===== src/rtl/hazard_stall_ctrl_pkg.sv =====
// Shared encodings for the pipeline run/stall controller.
package hazard_stall_ctrl_pkg;

    // Run-state encoding, also exported on the run_state port.
    typedef enum logic [1:0] {
        ST_IDLE = 2'b00,
        ST_RUN  = 2'b01,
        ST_STEP = 2'b10,
        ST_DONE = 2'b11
    } run_state_e;

    // Debug command encodings from the UART command decoder.
    localparam logic [1:0] CMD_NOP  = 2'b00;
    localparam logic [1:0] CMD_RUN  = 2'b01;
    localparam logic [1:0] CMD_STEP = 2'b10;
    localparam logic [1:0] CMD_HALT = 2'b11;

endpackage : hazard_stall_ctrl_pkg


===== src/rtl/hazard_stall_ctrl_load_use_detect.sv =====
// Load-use hazard compare: the load in EX writes a register that the
// instruction in ID reads. Register 0 is hard-wired and never hazards.
// Gating with the global enable is done by the parent.
module hazard_stall_ctrl_load_use_detect #(
    parameter int REG_ADDR_W = 5
) (
    input  logic                  i_mem_read,
    input  logic [REG_ADDR_W-1:0] i_ex_rt,
    input  logic [REG_ADDR_W-1:0] i_id_rs,
    input  logic [REG_ADDR_W-1:0] i_id_rt,
    output logic                  o_hazard_raw
);

    logic w_rt_nonzero;
    logic w_src_match;

    // Pure combinational compare of the EX load destination against both ID sources.
    always_comb begin
        w_rt_nonzero = (i_ex_rt != {REG_ADDR_W{1'b0}});
        w_src_match  = (i_ex_rt == i_id_rs) || (i_ex_rt == i_id_rt);
        o_hazard_raw = i_mem_read & w_rt_nonzero & w_src_match;
    end

endmodule : hazard_stall_ctrl_load_use_detect


===== src/rtl/hazard_stall_ctrl.sv =====
// Pipeline run/step controller and load-use stall generator.
// enable is decoded from the registered run state only, so a debug command
// never reaches the latch enables combinationally. The stall triple is
// combinational (same cycle) because the stall must land before the edge.
module hazard_stall_ctrl
    import hazard_stall_ctrl_pkg::*;
#(
    parameter int CNT_W      = 32,
    parameter int REG_ADDR_W = 5
) (
    input  logic                  clock,
    input  logic                  reset,
    input  logic                  cmd_valid,
    input  logic [1:0]            cmd,
    input  logic                  halt_instr,
    input  logic                  ID_EX_mem_read,
    input  logic [REG_ADDR_W-1:0] ID_EX_rt,
    input  logic [REG_ADDR_W-1:0] IF_ID_rs,
    input  logic [REG_ADDR_W-1:0] IF_ID_rt,
    output logic                  enable,
    output logic                  PC_write,
    output logic                  IF_ID_write,
    output logic                  ID_EX_write,
    output logic                  step_done,
    output logic [1:0]            run_state,
    output logic [CNT_W-1:0]      cycle_count,
    output logic [CNT_W-1:0]      stall_count
);

    run_state_e       r_state;
    run_state_e       w_next_state;
    logic             r_step_done;
    logic [CNT_W-1:0] r_cycle_count;
    logic [CNT_W-1:0] r_stall_count;
    logic             w_enable;
    logic             w_hazard_raw;
    logic             w_hazard;

    // Saturating increment: holds at all-ones instead of wrapping.
    function automatic logic [CNT_W-1:0] sat_inc(input logic [CNT_W-1:0] v);
        logic [CNT_W-1:0] res;
        if (&v) begin
            res = v;
        end else begin
            res = v + {{(CNT_W-1){1'b0}}, 1'b1};
        end
        return res;
    endfunction

    hazard_stall_ctrl_load_use_detect #(
        .REG_ADDR_W (REG_ADDR_W)
    ) u_load_use_detect (
        .i_mem_read   (ID_EX_mem_read),
        .i_ex_rt      (ID_EX_rt),
        .i_id_rs      (IF_ID_rs),
        .i_id_rt      (IF_ID_rt),
        .o_hazard_raw (w_hazard_raw)
    );

    // Run-state register.
    always_ff @(posedge clock or posedge reset) begin
        if (reset) begin
            r_state <= ST_IDLE;
        end else begin
            r_state <= w_next_state;
        end
    end

    // Next-state logic; halt_instr takes priority over a HALT command in RUN.
    always_comb begin
        w_next_state = r_state;
        case (r_state)
            ST_IDLE: begin
                if (cmd_valid && (cmd == CMD_RUN)) begin
                    w_next_state = ST_RUN;
                end else if (cmd_valid && (cmd == CMD_STEP)) begin
                    w_next_state = ST_STEP;
                end else begin
                    w_next_state = ST_IDLE;
                end
            end
            ST_RUN: begin
                if (halt_instr) begin
                    w_next_state = ST_DONE;
                end else if (cmd_valid && (cmd == CMD_HALT)) begin
                    w_next_state = ST_IDLE;
                end else begin
                    w_next_state = ST_RUN;
                end
            end
            ST_STEP: begin
                if (halt_instr) begin
                    w_next_state = ST_DONE;
                end else begin
                    w_next_state = ST_IDLE;
                end
            end
            ST_DONE: begin
                w_next_state = ST_DONE;
            end
            default: begin
                w_next_state = ST_IDLE;
            end
        endcase
    end

    // Enable decode from registered state and hazard gating.
    always_comb begin
        w_enable = (r_state == ST_RUN) || (r_state == ST_STEP);
        w_hazard = w_enable & w_hazard_raw;
    end

    // step_done pulses for the cycle following the single STEP cycle.
    always_ff @(posedge clock or posedge reset) begin
        if (reset) begin
            r_step_done <= 1'b0;
        end else begin
            r_step_done <= (r_state == ST_STEP);
        end
    end

    // Executed-cycle and stall-cycle counters, both saturating.
    always_ff @(posedge clock or posedge reset) begin
        if (reset) begin
            r_cycle_count <= {CNT_W{1'b0}};
            r_stall_count <= {CNT_W{1'b0}};
        end else begin
            if (w_enable) begin
                r_cycle_count <= sat_inc(r_cycle_count);
            end else begin
                r_cycle_count <= r_cycle_count;
            end
            if (w_hazard) begin
                r_stall_count <= sat_inc(r_stall_count);
            end else begin
                r_stall_count <= r_stall_count;
            end
        end
    end

    assign enable      = w_enable;
    assign PC_write    = ~w_hazard;
    assign IF_ID_write = ~w_hazard;
    assign ID_EX_write = ~w_hazard;
    assign step_done   = r_step_done;
    assign run_state   = r_state;
    assign cycle_count = r_cycle_count;
    assign stall_count = r_stall_count;

endmodule : hazard_stall_ctrl


===== config.mk =====
export PLATFORM = sky130hd
export DESIGN_NAME = hazard_stall_ctrl
export DESIGN_NICKNAME = d
export VERILOG_FILES = /design/src/rtl/hazard_stall_ctrl_pkg.sv /design/src/rtl/hazard_stall_ctrl_load_use_detect.sv /design/src/rtl/hazard_stall_ctrl.sv
export SDC_FILE = /design/constraint.sdc
export NUM_CORES = 1
export LEC_CHECK = 0
export ABC_AREA = 1
export BUFFER_PORTS_ARGS = -buffer_cell sky130_fd_sc_hd__buf_2
export CORE_ASPECT_RATIO = 1.25
export CORE_MARGIN = 2
export CORE_UTILIZATION = 50
export CTS_CLUSTER_DIAMETER = 30
export DETAILED_ROUTE_END_ITERATION = 8
export GPL_TIMING_DRIVEN = 0
export PLACE_DENSITY = 0.79
export REMOVE_ABC_BUFFERS = 1
export SETUP_SLACK_MARGIN = 0.4
export SLEW_MARGIN = 20
export SYNTH_ARGS = -nofsm -noshare
export SYNTH_HDL_FRONTEND = slang
export SYNTH_SLANG_ARGS = --single-unit

===== constraint.sdc =====
create_clock -name clock -period 2.85 [get_ports clock]
set_input_delay 0.1425 -clock clock [delete_from_list [all_inputs] [get_ports clock]]
set_output_delay 0.1425 -clock clock [all_outputs]
set_load 0.02 [all_outputs]

### Yosys cells after proc, flatten, opt, wreduce, memory -nomap -nowiden

Index checks and enable logic that the tools add are counted.

* output and inout port bits: 71
* bits in registers: 67

* eq/ne operators: 8
* multiplexer cells: 6
* add/subtract/negate cells: 2
* bitwise gates (word level): 6
* reductions and logical operators: 11

Operators by type and width (number)
* 32-bit by 1-bit adder with 32-bit output, second input constant: 2
* 32-bit AND reduction: 2
* 5-bit equality test: 2
* 2-bit equality test, second input constant: 4
* 2-bit two-way mux: 4
* 2-bit one-hot mux with 4 select lines: 1
* 5-bit nonzero test: 1
* 2-bit by 1-bit equality test with 1-bit output, second input constant: 2
* 2-bit AND reduction: 2
* 1-bit AND: 3
* 1-bit logical AND: 3
* 1-bit NOT: 3
* 2-bit zero test: 1
* 1-bit logical OR: 2
* 1-bit two-way mux: 1

### Longest topological paths before layout

* word-level depth: 5
* depth in mapped cells: 11
* depth with buffers taken out: 10

### Modules after synthesis

From an unflattened synthesis, not the netlist that was laid out.

* cell total of the unflattened synthesis: 721
* area total of the unflattened synthesis: 4683.2 um^2

Modules (own cells, without submodules)
* hazard_stall_ctrl: area each 4488.1 um^2, instances 1, cells each 676, sequential area each 1676.6 um^2
* hazard_stall_ctrl_load_use_detect: area each 195.2 um^2, instances 1, cells each 45, sequential area each 0.0 um^2

### Worst setup path before layout

Ideal clock, no wire load.

* kind: register to output
* start point: reg r_state[0] (netlist: run_state[0])
* end point: out IF_ID_write
* arrival time: 1894 ps
* buffers on the path: 2
* stages on the path, launching flop included: 8
* setup slack: 813 ps
* cells stage by stage: dfrtp_1 -> inv_1 -> ha_1 -> nand2_1 -> a21oi_2 -> buf_2 -> inv_1 -> buf_4

* longest elaborated chain between the ends: 4

Ends and longest elaborated chain
* from (decl): line hazard_stall_ctrl.sv:30 `run_state_e r_state;`
* from (signal assigned): line hazard_stall_ctrl.sv:65 `r_state <= w_next_state;`
* 2-bit by 1-bit equality test with 1-bit output / 2-bit equality test (equally long branches): line hazard_stall_ctrl.sv:109 `w_enable = (r_state == ST_RUN) || (r_state == ST_STEP);`
* 1-bit logical OR (*): line hazard_stall_ctrl.sv:109
* named net enable: line hazard_stall_ctrl.sv:20 `output logic enable,`
* 1-bit AND (*): line hazard_stall_ctrl.sv:110 `w_hazard = w_enable & w_hazard_raw;`
* 1-bit NOT (*)
* to (decl): line hazard_stall_ctrl.sv:22 `output logic IF_ID_write,`

Mark *: on every way through the listed nets, which the timed path passes. The rest lies on a longest branch.

### Worst setup path after layout

* start point: reg r_cycle_count[0] (netlist: cycle_count[0])
* end point: reg r_cycle_count[21] (netlist: cycle_count[21])

* longest elaborated chain between the ends: 3

Ends and longest elaborated chain
* from (decl): line hazard_stall_ctrl.sv:33 `logic [CNT_W-1:0] r_cycle_count;`
* from (signal assigned): line hazard_stall_ctrl.sv:125 `r_cycle_count <= {CNT_W{1'b0}};`
* from (signal assigned): line hazard_stall_ctrl.sv:129 `r_cycle_count <= sat_inc(r_cycle_count);`
* from (signal assigned): line hazard_stall_ctrl.sv:131 `r_cycle_count <= r_cycle_count;`
* branches (longest 3 deep; another with 32-bit by 1-bit adder with 32-bit output)

Several ways; the timed one is not identified.
A chain may end at the register's enable or synchronous reset.

==> qor.csv <==
metric;value;unit
r2r_cells;10;
grt_pass1_wl;20.6;mm
synth_edf_count;0;
core_area;9510;um2
finalCritPeriodShare;81.7;%
start_util;50.9;%
setup_ws;0.522;ns
yosysWarnings;0;
hold-path-endpoint;run_state[1]$_DFF_PP0_;
fmax;430;MHz
synthArstFlopShare;100;%
met2_usage;43.7;%
drc_errors;0;
ys_seq_area_share;34.7;%
nets;880;
cp-start-kind;flip-flop;
cts_tree;yes;
setup_violations;0;
tns;0;ns
synth-seq-cells;67;
htree_num_levels;3;
die-height;114;um
place_ws;0.437;ns
synth-main-ff-cell;dfrtp_1;
antenna_found_initial;0;
cts.path.max_buffers;2;
leakagePower;2.97;nW
areaGrowthSynthToFinish;18.2;%
power.density;374;nW/um2
grt_pass1_vias;4590;
drv_slew;0;
regToRegStartpoint;cycle_count[0]$_DFFE_PP0P_;
r2r_slack;0.52;ns
cp-end-kind;flip-flop;
portBuffers;92;
finClkSkew;0.00627;ns
die_area;10500;um2
hold_viol_final;0;
min_path_cells;3;
drtPass1Iterations;5;
hold_start;cmd_valid;
rows;40;
vdd_drop_max;297;uV
period_needed;2.33;ns
grtUsageMet3;3.96;%
netlist_area;4840;um2
worstPathArrival;2.55;ns
die_w;92.0;um
clk_pin_slew;0.05;ns
netlist_instances;760;
holdWs;0.0958;ns
worst-path-max-fanout;35;
dp_hpwl;9.01;mm
cts-buffers-inserted;9;
final_util;60.1;%
drt.antenna.violating_nets;0;
antenna_cells;0;
grt-ovfl-total;0;
synth.distinct_cells;27;
rsz0062_at_grt;yes;
grt_max_degree;49;
grt.total_usage;24.4;%
postCtsSetupBuffers;0;
crit_required;3.07;ns
via_per_inst;5.09;
cts_sinks;67;
regToRegEndpoint;cycle_count[21]$_DFFE_PP0P_;
clockRootBuffer;clkbuf_16;
status;finished, final reports clean;
drv_cap;0;
crit_type;flip-flop to flip-flop;
top_usage_layer;met2;
dr_total_vias;4999;
wl_per_cell;13.2;um
hold_class;input port to flip-flop;
drt_wl_total;13.0;mm
insertion_delay;0.33;ns
maxSlewHeadroom;55.6;%
boundaryPins;93;
place.gp.congestion;0.951;
syn_area_per_cell;6.37;um2
worstMarginPinSlew;0.666;ns
first_iter_violations;204;
drive_gt1_share;15.5;%
grt_use_met1;28.3;%
cell usage in the layout, fill, tap and decap left out, drive strengths merged:
cell type / n
clkinv: 2
nor2: 99
nor3: 18
xnor2: 9
inv: 61
xor2: 22
o21ai: 8
nand2: 370
clkbuf: 13
nand3: 49
dfrtp: 67
bufinv: 1
nand3b: 21
dlygate4sd3: 1
a21oi: 3
nand4: 13
ha: 6
buf: 93
state kept, by name, summed over array words and instances (netlist names):
signal	count
step_done	1
stall_count	32
run_state	2
cycle_count	32
logic make-up (layout without fill, tap and decap cells):
| kind of cell | after synthesis | in the layout | synth area share, % |
|---|---|---|---|
| and+or+nand+nor | 567 | 570 | 49.5 |
| AOI/OAI and AO/OA | 10 | 11 | 1.11 |
| DFF | 67 | 67 | 34.7 |
| buffers and inverters | 79 | 171 | 7.53 |
| adders and majority gates | 6 | 6 | 1.55 |
| xor gates and xnor gates | 31 | 31 | 5.61 |
worst max-delay path by stage:
stage | cells after the start | to | startpoint | slack (ns)
after floorplan | 5 | ID_EX_write | run_state[0]$_DFF_PP0_ | 0.55
after global placement | 2 | stall_count[17]$_DFFE_PP0P_ | reset | 0.1
after detailed placement | 9 | stall_count[20]$_DFFE_PP0P_ | stall_count[0]$_DFFE_PP0P_ | 0.44
after CTS | 9 | stall_count[26]$_DFFE_PP0P_ | stall_count[0]$_DFFE_PP0P_ | 0.42
after global routing | 10 | cycle_count[15]$_DFFE_PP0P_ | cycle_count[0]$_DFFE_PP0P_ | 0.38
final | 10 | cycle_count[21]$_DFFE_PP0P_ | cycle_count[0]$_DFFE_PP0P_ | 0.52
power breakdown:
group	total, mW	switching, mW	internal (mW)
Clock	1.12	0.399	0.719
Sequential	0.952	0	0.952
Combinational	0.0711	0.0451	0.0260
Yosys cell counts (7+ instances only):
library cell  instances  area [um2]
buf_2                 7        35.0
dfrtp_1              67        1680
inv_1                56         210
nand2_1             367        1380
nand3_1              44         220
nand3b_1             19         143
nand4_1              13        81.3
nor2_1               94         353
nor3_1               14        70.1
o21ai_0               8        40.0
xnor2_1               9        78.8
xor2_1               22         193
worst max-delay path: stages (launching register included):
cell	delay, ns
dfrtp_1	0.49
ha_1	0.35
inv_1	0.11
nor2_2	0.20
nand2_1	0.09
nor2_2	0.16
nand2_2	0.11
nand2_4	0.32
inv_4	0.21
nand2_1	0.12
nand2_1	0.05
layer usage:
layer | vias to the layer above | routed length [um]
li1 | 2542 | -
met1 | 2241 | 5210
met2 | 177 | 6610
met3 | 39 | 663
met4 | 0 | 483
met5 | - | 0
repair_timing:
action                                  in CTS  in global routing
hold endpoints to repair                    19                  0
gates resized for setup                      1                  1
endpoints found under the setup margin       3                 51
hold buffers                                 1                  0
gates cloned                                 0                  4
pin swaps                                    0                  1
stage by stage:
step | area [um2] | power [mW] | std cells
3_5_place_dp | 5360 | 1.04 | 962
2_1_floorplan | 4710 | 1.00 | 743
5_1_grt | 5720 | 2.21 | 982
6_report | 5720 | 2.14 | 982
3_3_place_gp | 5330 | 1.03 | 961
4_1_cts | 5670 | 2.16 | 978
cell type report:
type,instances,area [um2]
repair buffers,94,498
well taps,126,158
inverters,62,238
fillers,944,3790
clock buffers,13,260
clock inverters,2,35.0
flip-flops and latches,67,1680
multi-input cells,618,2850
Power figures use the tool's default switching activity.
